**src/rtl/dispensador_pkg.sv**
```systemverilog
// Shared types and constants for the cash dispenser.
// Holds the FSM state codes, note denomination codes, the amount table
// (in Q50 units), the note-count bundle type and the default pickup timeout.
package dispensador_pkg;

  localparam int unsigned CNT_W           = 8;
  localparam int unsigned UNITS_W         = 5;
  localparam int unsigned OPC_W           = 5;
  localparam int unsigned DEN_W           = 2;
  localparam int unsigned DEFAULT_TIMEOUT = 1000;

  localparam logic [1:0] ST_REPOSO    = 2'd0;
  localparam logic [1:0] ST_CALCULO   = 2'd1;
  localparam logic [1:0] ST_ENTREGA   = 2'd2;
  localparam logic [1:0] ST_PRESENTAR = 2'd3;

  localparam logic [DEN_W-1:0] DEN_NONE = 2'b00;
  localparam logic [DEN_W-1:0] DEN_50   = 2'b01;
  localparam logic [DEN_W-1:0] DEN_100  = 2'b10;
  localparam logic [DEN_W-1:0] DEN_200  = 2'b11;

  // One count per denomination; also the layout of the reload word.
  typedef struct packed {
    logic [CNT_W-1:0] n200;
    logic [CNT_W-1:0] n100;
    logic [CNT_W-1:0] n50;
  } billetes_t;

  // Amount for a one-hot selection, in Q50 units; 0 for anything else.
  function automatic logic [UNITS_W-1:0] monto_unidades(input logic [OPC_W-1:0] opcion);
    case (opcion)
      5'b00001: return UNITS_W'(2);
      5'b00010: return UNITS_W'(4);
      5'b00100: return UNITS_W'(6);
      5'b01000: return UNITS_W'(10);
      5'b10000: return UNITS_W'(20);
      default:  return UNITS_W'(0);
    endcase
  endfunction

  // Highest denomination that still has notes pending.
  function automatic logic [DEN_W-1:0] den_mayor(input billetes_t p);
    if (p.n200 != '0)      return DEN_200;
    else if (p.n100 != '0) return DEN_100;
    else if (p.n50 != '0)  return DEN_50;
    else                   return DEN_NONE;
  endfunction

endpackage

```
**src/rtl/dispensador_efectivo_if.sv**
```systemverilog
// Control / mechanism / status bundle of the cash dispenser.
// master: withdrawal FSM + mechanism + customer side; slave: the dispenser.
interface dispensador_efectivo_if;
  import dispensador_pkg::*;

  logic                 efectivo;
  logic [OPC_W-1:0]     opcion;
  logic                 carga;
  billetes_t            carga_cnt;
  logic                 note_ack;
  logic                 tomado;
  logic                 note_req;
  logic [DEN_W-1:0]     note_den;
  logic                 ocupado;
  logic                 listo;
  logic                 error;
  logic                 retenido;
  logic [CNT_W-1:0]     inv_200;
  logic [CNT_W-1:0]     inv_100;
  logic [CNT_W-1:0]     inv_50;

  modport master (
    output efectivo, opcion, carga, carga_cnt, note_ack, tomado,
    input  note_req, note_den, ocupado, listo, error, retenido,
           inv_200, inv_100, inv_50
  );

  modport slave (
    input  efectivo, opcion, carga, carga_cnt, note_ack, tomado,
    output note_req, note_den, ocupado, listo, error, retenido,
           inv_200, inv_100, inv_50
  );

endinterface

```
**src/rtl/desglose_billetes.sv**
```systemverilog
// Greedy note split (combinational): as many Q200 as stock allows, then Q100,
// remainder in Q50. insuficiente flags a Q50 shortfall.
// Ports: unidades (amount in Q50 units), inv (stock) -> cuenta, insuficiente.
module desglose_billetes
  import dispensador_pkg::*;
(
  input  logic [UNITS_W-1:0] unidades,
  input  billetes_t          inv,
  output billetes_t          cuenta,
  output logic               insuficiente
);

  logic [CNT_W-1:0] max_200;
  logic [CNT_W-1:0] max_100;
  logic [CNT_W-1:0] rem_200;
  logic [CNT_W-1:0] rem_100;

  always_comb begin
    max_200      = CNT_W'(unidades >> 2);
    cuenta.n200  = (max_200 < inv.n200) ? max_200 : inv.n200;
    rem_200      = CNT_W'(unidades) - (cuenta.n200 << 2);
    max_100      = rem_200 >> 1;
    cuenta.n100  = (max_100 < inv.n100) ? max_100 : inv.n100;
    rem_100      = rem_200 - (cuenta.n100 << 1);
    cuenta.n50   = rem_100;
    insuficiente = (rem_100 > inv.n50);
  end

endmodule

```
**src/rtl/dispensador_efectivo.sv**
```systemverilog
// Cash dispenser: validates the selected amount, splits it into notes,
// feeds them one by one through the mechanism handshake and waits for the
// customer to take the cash (or retains it after TIMEOUT cycles).
// Ports: clk, rst_n (async active-low), bus (slave side of the interface:
// start/reload inputs, note handshake, status pulses, inventory counts).
module dispensador_efectivo
  import dispensador_pkg::*;
#(
  parameter int unsigned TIMEOUT = DEFAULT_TIMEOUT
) (
  input logic                   clk,
  input logic                   rst_n,
  dispensador_efectivo_if.slave bus
);

  localparam int unsigned       TIMER_W    = (TIMEOUT > 1) ? $clog2(TIMEOUT) : 1;
  localparam logic [TIMER_W-1:0] TIMER_LAST = TIMER_W'(TIMEOUT - 1);

  logic [1:0]         state_q, state_d;
  logic [UNITS_W-1:0] amount_q, amount_d;
  billetes_t          pend_q, pend_d;
  billetes_t          inv_q, inv_d;
  logic [TIMER_W-1:0] timer_q, timer_d;
  logic               note_req_q, note_req_d;
  logic [DEN_W-1:0]   note_den_q, note_den_d;
  logic               ocupado_q, ocupado_d;
  logic               listo_q, listo_d;
  logic               error_q, error_d;
  logic               retenido_q, retenido_d;

  billetes_t          cuenta;
  logic               insuficiente;

  desglose_billetes u_desglose (
    .unidades     (amount_q),
    .inv          (inv_q),
    .cuenta       (cuenta),
    .insuficiente (insuficiente)
  );

  // State and all registered outputs.
  always_ff @(posedge clk or negedge rst_n) begin
    if (!rst_n) begin
      state_q    <= ST_REPOSO;
      amount_q   <= '0;
      pend_q     <= '0;
      inv_q      <= '0;
      timer_q    <= '0;
      note_req_q <= 1'b0;
      note_den_q <= DEN_NONE;
      ocupado_q  <= 1'b0;
      listo_q    <= 1'b0;
      error_q    <= 1'b0;
      retenido_q <= 1'b0;
    end else begin
      state_q    <= state_d;
      amount_q   <= amount_d;
      pend_q     <= pend_d;
      inv_q      <= inv_d;
      timer_q    <= timer_d;
      note_req_q <= note_req_d;
      note_den_q <= note_den_d;
      ocupado_q  <= ocupado_d;
      listo_q    <= listo_d;
      error_q    <= error_d;
      retenido_q <= retenido_d;
    end
  end

  // Next state, datapath and next-output values.
  always_comb begin
    state_d    = state_q;
    amount_d   = amount_q;
    pend_d     = pend_q;
    inv_d      = inv_q;
    timer_d    = timer_q;
    listo_d    = 1'b0;
    error_d    = 1'b0;
    retenido_d = 1'b0;

    case (state_q)
      ST_REPOSO: begin
        // Reload has priority; a simultaneous start is dropped.
        if (bus.carga) begin
          inv_d = bus.carga_cnt;
        end else if (bus.efectivo) begin
          if ($onehot(bus.opcion)) begin
            amount_d = monto_unidades(bus.opcion);
            state_d  = ST_CALCULO;
          end else begin
            error_d = 1'b1;
          end
        end
      end
      ST_CALCULO: begin
        if (insuficiente) begin
          error_d = 1'b1;
          state_d = ST_REPOSO;
        end else begin
          pend_d  = cuenta;
          state_d = ST_ENTREGA;
        end
      end
      ST_ENTREGA: begin
        // The acked note is the one currently shown on note_den.
        if (note_req_q && bus.note_ack) begin
          case (note_den_q)
            DEN_200: begin
              pend_d.n200 = pend_q.n200 - CNT_W'(1);
              if (inv_q.n200 != '0) inv_d.n200 = inv_q.n200 - CNT_W'(1);
            end
            DEN_100: begin
              pend_d.n100 = pend_q.n100 - CNT_W'(1);
              if (inv_q.n100 != '0) inv_d.n100 = inv_q.n100 - CNT_W'(1);
            end
            DEN_50: begin
              pend_d.n50 = pend_q.n50 - CNT_W'(1);
              if (inv_q.n50 != '0) inv_d.n50 = inv_q.n50 - CNT_W'(1);
            end
            default: ;
          endcase
          if (pend_d == '0) begin
            timer_d = '0;
            state_d = ST_PRESENTAR;
          end
        end
      end
      ST_PRESENTAR: begin
        // tomado wins over the timeout on the same cycle.
        if (bus.tomado) begin
          listo_d = 1'b1;
          state_d = ST_REPOSO;
        end else if (timer_q == TIMER_LAST) begin
          retenido_d = 1'b1;
          state_d    = ST_REPOSO;
        end else begin
          timer_d = timer_q + TIMER_W'(1);
        end
      end
      default: state_d = ST_REPOSO;
    endcase

    note_req_d = (state_d == ST_ENTREGA);
    note_den_d = note_req_d ? den_mayor(pend_d) : DEN_NONE;
    ocupado_d  = (state_d != ST_REPOSO);
  end

  assign bus.note_req = note_req_q;
  assign bus.note_den = note_den_q;
  assign bus.ocupado  = ocupado_q;
  assign bus.listo    = listo_q;
  assign bus.error    = error_q;
  assign bus.retenido = retenido_q;
  assign bus.inv_200  = inv_q.n200;
  assign bus.inv_100  = inv_q.n100;
  assign bus.inv_50   = inv_q.n50;

endmodule
```
**src/flat_wrapper.sv**
```systemverilog
// flat-port wrapper written by rule: the top's interface ports become plain ports
module dispensador_efectivo_flat import dispensador_pkg::*;
#(
  parameter int unsigned TIMEOUT = DEFAULT_TIMEOUT
)
  (clk, rst_n, bus_efectivo, bus_opcion, bus_carga, bus_carga_cnt, bus_note_ack, bus_tomado, bus_note_req, bus_note_den, bus_ocupado, bus_listo, bus_error, bus_retenido, bus_inv_200, bus_inv_100, bus_inv_50);
  dispensador_efectivo_if bus_i ();
  input logic clk;
  input logic rst_n;
  input wire logic [$bits(bus_i.efectivo)-1:0] bus_efectivo;
  input wire logic [$bits(bus_i.opcion)-1:0] bus_opcion;
  input wire logic [$bits(bus_i.carga)-1:0] bus_carga;
  input wire logic [$bits(bus_i.carga_cnt)-1:0] bus_carga_cnt;
  input wire logic [$bits(bus_i.note_ack)-1:0] bus_note_ack;
  input wire logic [$bits(bus_i.tomado)-1:0] bus_tomado;
  output wire logic [$bits(bus_i.note_req)-1:0] bus_note_req;
  output wire logic [$bits(bus_i.note_den)-1:0] bus_note_den;
  output wire logic [$bits(bus_i.ocupado)-1:0] bus_ocupado;
  output wire logic [$bits(bus_i.listo)-1:0] bus_listo;
  output wire logic [$bits(bus_i.error)-1:0] bus_error;
  output wire logic [$bits(bus_i.retenido)-1:0] bus_retenido;
  output wire logic [$bits(bus_i.inv_200)-1:0] bus_inv_200;
  output wire logic [$bits(bus_i.inv_100)-1:0] bus_inv_100;
  output wire logic [$bits(bus_i.inv_50)-1:0] bus_inv_50;
  assign bus_i.efectivo = bus_efectivo;
  assign bus_i.opcion = bus_opcion;
  assign bus_i.carga = bus_carga;
  assign bus_i.carga_cnt = bus_carga_cnt;
  assign bus_i.note_ack = bus_note_ack;
  assign bus_i.tomado = bus_tomado;
  assign bus_note_req = bus_i.note_req;
  assign bus_note_den = bus_i.note_den;
  assign bus_ocupado = bus_i.ocupado;
  assign bus_listo = bus_i.listo;
  assign bus_error = bus_i.error;
  assign bus_retenido = bus_i.retenido;
  assign bus_inv_200 = bus_i.inv_200;
  assign bus_inv_100 = bus_i.inv_100;
  assign bus_inv_50 = bus_i.inv_50;
  dispensador_efectivo #(.TIMEOUT(TIMEOUT)) u_core (.clk(clk), .rst_n(rst_n), .bus(bus_i));
endmodule
```
**config.mk**
```make
export PLATFORM = sky130hd
export DESIGN_NAME = dispensador_efectivo_flat
export DESIGN_NICKNAME = d
export VERILOG_FILES = /design/src/rtl/dispensador_pkg.sv /design/src/rtl/dispensador_efectivo_if.sv /design/src/rtl/desglose_billetes.sv /design/src/rtl/dispensador_efectivo.sv /design/src/flat_wrapper.sv
export SDC_FILE = /design/constraint.sdc
export NUM_CORES = 1
export LEC_CHECK = 0
export ABC_AREA = 1
export CAP_MARGIN = 20
export CORE_ASPECT_RATIO = 1.25
export CORE_MARGIN = 2
export CORE_UTILIZATION = 58
export CTS_CLUSTER_DIAMETER = 30
export DETAILED_ROUTE_END_ITERATION = 8
export PLACE_DENSITY = 0.82
export SLEW_MARGIN = 20
export SYNTH_ARGS = -nofsm -noshare
export SYNTH_HDL_FRONTEND = slang
export SYNTH_SLANG_ARGS = --single-unit
```
**constraint.sdc**
```tcl
create_clock -name clk -period 6.5 [get_ports clk]
set_input_delay 0.975 -clock clk [delete_from_list [all_inputs] [get_ports clk]]
set_output_delay 0.975 -clock clk [all_outputs]
set_load 0.05 [all_outputs]
```
; ---- Word-level counts from Yosys, hierarchy flattened
; Cells that the tools add are included.
[word_totals]
output_inout_bits = 31
ff_bits = 72
in_bits = 35
wordCells = 126
[op_classes]
n_addsub = 13
order_cmp = 3
muxes = 52
bitwise_logic = 1
reduce_logical = 17
eq_ne = 25
[op_table]
columns = operator, n
row1 = 2-to-1 mux 8 bit, 17
row2 = 2-to-1 mux 24 bit, 4
row3 = one-hot mux 24 bit (2 select lines), 2
row4 = nonzero test 8 bit, 6
row5 = subtractor 8 x 1 -> 8 bit (second input constant), 6
row6 = 2-to-1 mux 10 bit, 4
row7 = one-hot mux 5 bit (5 select lines), 1
row8 = zero test 24 bit, 1
row9 = 2-to-1 mux 2 bit, 11
row10 = one-hot mux 10 bit (2 select lines), 1
row11 = AND reduction 5 bit, 4
row12 = inequality test 2 bit (second input constant), 6
row13 = adder 10 x 1 -> 10 bit (second input constant), 1
row14 = equality test 10 bit (second input constant), 1
row15 = equality test 2 bit (second input constant), 5
row16 = 2-to-1 mux 1 bit, 10
row17 = inequality test 2 x 1 -> 1 bit (second input constant), 5
row18 = greater-than comparator 8 bit, 1
row19 = less-than comparator 3 x 8 -> 1 bit, 1
row20 = less-than comparator 7 x 8 -> 1 bit, 1
row21 = one-hot mux 2 bit (4 select lines), 1
row22 = subtractor 5 x 8 -> 8 bit, 1
row23 = subtractor 8 bit, 1
row24 = nonzero test 2 bit, 3
row25 = other kinds (15), 17

; ---- Depth between registers and ports, before layout
[depth]
ltp_word = 14
depth_mapped = 47
depth_no_buf = 47

; ---- Hierarchy
; A second synthesis with hierarchy kept.
[unflattened]
cells_unflattened = 945
area_unflattened_um2 = 6105.9
[modules_own_cells]
columns = module, cells_per_inst, n_inst, area_each_um2
row1 = dispensador_efectivo, 766, 1, 4999.8
row2 = desglose_billetes, 179, 1, 1106.1

; ---- Worst setup path before layout
; OpenSTA, ideal clock, no wires.
[synth_timing]
kind = register -> register
startpoint = register u_core.inv_q (netlist bit u_core.bus.inv_200[1])
endpoint = register u_core.note_den_q[1] (netlist: u_core.bus.note_den[1])
stages_incl_launch_ff = 46
slack_ps = 167
synth_period_minus_slack_ps = 6333
setup_time_ps = 113
n_path_buf = 0
required_ps = 6387
arrival_ps = 6220
path_cell_list = dfrtp_1 > inv_1 > ha_1 > a21oi_1 > nor2_1 > o21ai_0 > o21ai_0 > ha_1 > fa_1 > xnor2_1 > ha_1 > nand2_1 > inv_1 > nand2_1 > nand2_1 > nand2_1 > nand2_1 > nand2_1 > (+10 left out) > nand2_1 > inv_1 > ha_1 > nand2_1 > nor2_1 > nand4_1 > nand3_1 > nand2_1 > nand2_1 > nand2_1 > nor2_1 > nor2_1 > nor2_1 > nand2_1 > nor2_1 > nand2_1 > nand2_1 > inv_1
[synth_lines]
columns = item, line
row1 = "start, declared", dispensador_efectivo.sv:22  ; billetes_t inv_q, inv_d;
row2 = "start signal, assigned", dispensador_efectivo.sv:59  ; inv_q <= inv_d;
row3 = "end signal, assigned", dispensador_efectivo.sv:62  ; note_den_q <= note_den_d;
row4 = "end, declared", dispensador_efectivo.sv:25  ; logic [DEN_W-1:0] note_den_q, note_den_d;

; ---- Worst setup path after layout
[layout_timing]
startpoint = register u_core.amount_q[4]
endpoint = register u_core.note_den_q[1] (netlist: u_core.bus.note_den[1])
[layout_via]
elab_chain_len = 13
[layout_rtl]
columns = item, line
row1 = "start, declared", dispensador_efectivo.sv:20  ; logic [UNITS_W-1:0] amount_q, amount_d;
row2 = "start signal, assigned", dispensador_efectivo.sv:57  ; amount_q <= amount_d;
row3 = less-than comparator 3 x 8 -> 1 bit, desglose_billetes.sv:20  ; cuenta.n200 = (max_200 < inv.n200) ? max_200 : inv.n200;
row4 = 2-to-1 mux 8 bit, desglose_billetes.sv:20
row5 = subtractor 5 x 8 -> 8 bit, desglose_billetes.sv:21  ; rem_200 = CNT_W'(unidades) - (cuenta.n200 << 2);
row6 = less-than comparator 7 x 8 -> 1 bit, desglose_billetes.sv:23  ; cuenta.n100 = (max_100 < inv.n100) ? max_100 : inv.n100;
row7 = 2-to-1 mux 8 bit, desglose_billetes.sv:23
row8 = subtractor 8 bit, desglose_billetes.sv:24  ; rem_100 = rem_200 - (cuenta.n100 << 1);
row9 = greater-than comparator 8 bit, desglose_billetes.sv:26  ; insuficiente = (rem_100 > inv.n50);
row10 = 2-to-1 mux 24 bit, dispensador_efectivo.sv:96  ; if (insuficiente) begin
row11 = one-hot mux 24 bit (2 select lines), dispensador_efectivo.sv:81  ; case (state_q)
row12 = nonzero test 8 bit, dispensador_pkg.sv:44  ; else if (p.n100 != '0) return DEN_100;
row13 = 2-to-1 mux 2 bit, dispensador_pkg.sv:44
row14 = 2-to-1 mux 2 bit, dispensador_pkg.sv:43  ; if (p.n200 != '0) return DEN_200;
row15 = 2-to-1 mux 2 bit (*), dispensador_efectivo.sv:144  ; note_den_d = note_req_d ? den_mayor(pend_d) : DEN_NONE;
row16 = net u_core.note_den_d[1], dispensador_efectivo.sv:25
; The timed path passes the listed nets; every way through them passes the cells marked *.
; A chain may end at the register's enable or synchronous reset.

==> impl_metrics.toml <==
[detailed_routing]
ant_nets = 0
drtIter0Drc = 444
routedWlPerCell_um = 14.4
wirelength_um = 15700
viasPerCell = 5.61
drc = 0
via_count = 6105
dr.pass1.iters = 5

[floorplan]
ios = 66
die_y_um = 117
fp.dieW_um = 94.5
initial_core_util_pct = 59.0
placementRows = 41
core_area_mm2 = 0.0101
die_area_mm2 = 0.0111

[layout]
final_layout_size_suffix_gt1_share_pct = 10.7
multiInputGateArea_mm2 = 0.00369
n_fill_cell = 832
n_antenna_cell = 0
layout-area-overhead-vs-synth_pct = 22.3
finalNonFillerCells = 1089
regArea_mm2 = 0.00178
nets = 1039

[critical_path]
cp.required_ns = 6.75
cp_slowest_cell = "dfrtp_1"
crit_top_cell = "nand2_1"
startpoint = "u_core.amount_q[4]"
critPathKind = "reg -> reg"
critPathCaptureType = "register"
reg2reg_from = "u_core.amount_q[4]"
worstPathArrival_ns = 6.42
slowest_delay_ns = 0.44
cp_max_fo = 7
start_kind = "register"

[clocking]
clock-sinks = 71
tritoncts = "built"
clk_pin_slew_ns = 0.06
htreeDepth = 3
cts_hold_buf = 0
root_buffer = "clkbuf_16"
cts_inserted_buffers = 9
clk_latency_ns = 0.35
clk_path_buf_depth = 2

[synthesis]
ys.flop_type = "dfrtp_1"
syn_nets = 959
yosys_warnings = 0
syn_avg_cell_area_um2 = 6.78
synth_edf_count = 0
synth_area_mm2 = 0.00593
yosysTopAreaCell = "dfrtp_1"
ys_types = 48
synth-seq-area-share_pct = 29.9
synth-seq-cells = 71
synth-async-reset-ratio_pct = 100
yosys.area.top_type_share_pct = 29.9
synth.area.top_cells = "dfrtp_1, nand2_1, ha_1"
synth_common_cells = "nand2_1, inv_1, nor2_1"
synthCells = 875
yosysMostFrequentCell = "nand2_1"

[sta]
hold_viol = 0
relSlewSlack_pct = 29.4
setup_viol = 0
slew_viol_final = 0
worst_pin_slew_ns = 1.06
fin_skew_ns = 0.00476
timing.fmax_mhz = 162
hold_ws_ns = 0.522
fin_crit_sh_pct = 95.0
final.min_clock_period_ns = 6.17

[global_route]
grt_pass1_vias = 5502
antenna_found_initial = 0
grt_max_degree = 72
grt_first_pass_wirelength_um = 24800
globalRouteTotalUtil_pct = 28.4
overflow = 0

[placed_design]
globalplace.congestion = 0.897
dp_hpwl_um = 11100
dp.cells = 1060
port_buffers = 65

[min_path]
worstHoldPathType = "reg -> reg"
worstHoldStart = "u_core.timer_q[7]"

[outcome]
status = "completed"

[run]
maxCapViolCount = 0
what timing repair did:
| action | 4_1_cts | 5_1_grt |
|---|---|---|
| buffers inserted | 0 | 12 |
| gates cloned | 0 | 1 |
| hold endpoints to repair | 0 | 0 |
| resized for setup | 5 | 53 |
| pin swaps | 0 | 13 |
| setup endpoints to repair | 2 | 28 |
layout by cell type (no fill, tap or decap), drive strengths merged, types with 2 or more instances in the layout:
| master | Yosys | routed |
|---|---|---|
| a21oi | 36 | 36 |
| ha | 45 | 45 |
| nand2 | 252 | 252 |
| clkinvlp | 0 | 2 |
| buf | 6 | 22 |
| nor2 | 88 | 88 |
| nand3b | 2 | 2 |
| o311ai | 2 | 2 |
| xor2 | 27 | 27 |
| fa | 4 | 4 |
| inv | 141 | 144 |
| nand3 | 56 | 56 |
| nand4 | 10 | 10 |
| a2bb2oi | 2 | 2 |
| or2 | 3 | 3 |
| nor3 | 13 | 13 |
| a31oi | 3 | 3 |
| a41oi | 2 | 2 |
| clkinv | 2 | 4 |
| nor4 | 2 | 2 |
| dfrtp | 71 | 71 |
| o21ai | 70 | 70 |
| o22ai | 5 | 5 |
| o211ai | 9 | 9 |
| clkbuf | 11 | 9 |
| a32oi | 2 | 2 |
| clkdlybuf4s50 | 0 | 64 |
| xnor2 | 4 | 4 |
sequential cells by signal, summed over array words and instances (netlist names), 2 cells and up:
| register | flops |
|---|---|
| u_core.bus.inv_50 | 8 |
| u_core.pend_q | 24 |
| u_core.amount_q | 4 |
| u_core.bus.inv_100 | 8 |
| u_core.state_q | 2 |
| u_core.bus.inv_200 | 8 |
| u_core.bus.note_den | 2 |
| u_core.timer_q | 10 |
layer usage:
| layer | vias to the layer above | GRT usage, % | wire, um |
|---|---|---|---|
| met4 | 0 | 14.4 | 646 |
| met3 | 52 | 4.80 | 890 |
| met5 | - | 0 | 0 |
| met2 | 219 | 47.9 | 7720 |
| li1 | 2969 | - | - |
| met1 | 2865 | 35.1 | 6420 |
worst max-delay path, delay by kind of cell (launching register included):
kind | cells | cell delay [ns]
adder cells (fa/ha/maj) | 7 | 2.04
AND/OR/NAND/NOR | 20 | 1.90
AO/OA/AOI/OAI | 7 | 1.11
buffers and inverters | 7 | 0.57
flip-flops | 1 | 0.44
logic make-up after synthesis:
kind of cell / synth area share, %
AOI/OAI and AO/OA: 13.3
xor gates and xnor gates: 4.70
adders and majority gates: 10.8
buffers and inverters: 11.0
DFF: 29.9
and+or+nand+nor: 30.2
stage by stage:
stage	cell area, um2	worst slack, ns	utilization [%]	setup TNS (ns)
2_1_floorplan	5930	0.167	-	0
3_5_place_dp	6690	-0.0439	66.6	-0.0779
3_3_place_gp	6690	0.150	66.6	0
6_report	7260	0.328	72.2	0
4_1_cts	6990	0.0834	69.5	0
5_1_grt	7260	-0.182	72.2	-0.340
final timing paths:
| kind | slack [ns] | cells after the start | endpoint |
|---|---|---|---|
| setup reg to reg | 0.33 | 41 | u_core.bus.note_den[1] |
| min in group asynchronous | 0.85 | 2 | u_core.bus.inv_200[5] |
| setup / recovery | 0.33 | 41 | u_core.bus.note_den[1] |
| max in group asynchronous | 5.05 | 2 | u_core.pend_q[19] |
| hold / removal | 0.52 | 2 | u_core.timer_q[7] |
| hold reg to reg | 0.52 | 2 | u_core.timer_q[7] |
final cells by class:
cell class / count / share of cell area [%]
multi-input combinational: 644 / 50.8
sequential: 71 / 24.5
timing repair buffer: 86 / 11.1
inverter: 143 / 7.46
clock buffer: 9 / 3.10
tap: 129 / 2.22
clock inverter: 7 / 0.758
Power is left out: the tool's default activity adds up to more than one toggle a clock period on the data nets, which glitch-free logic cannot reach.
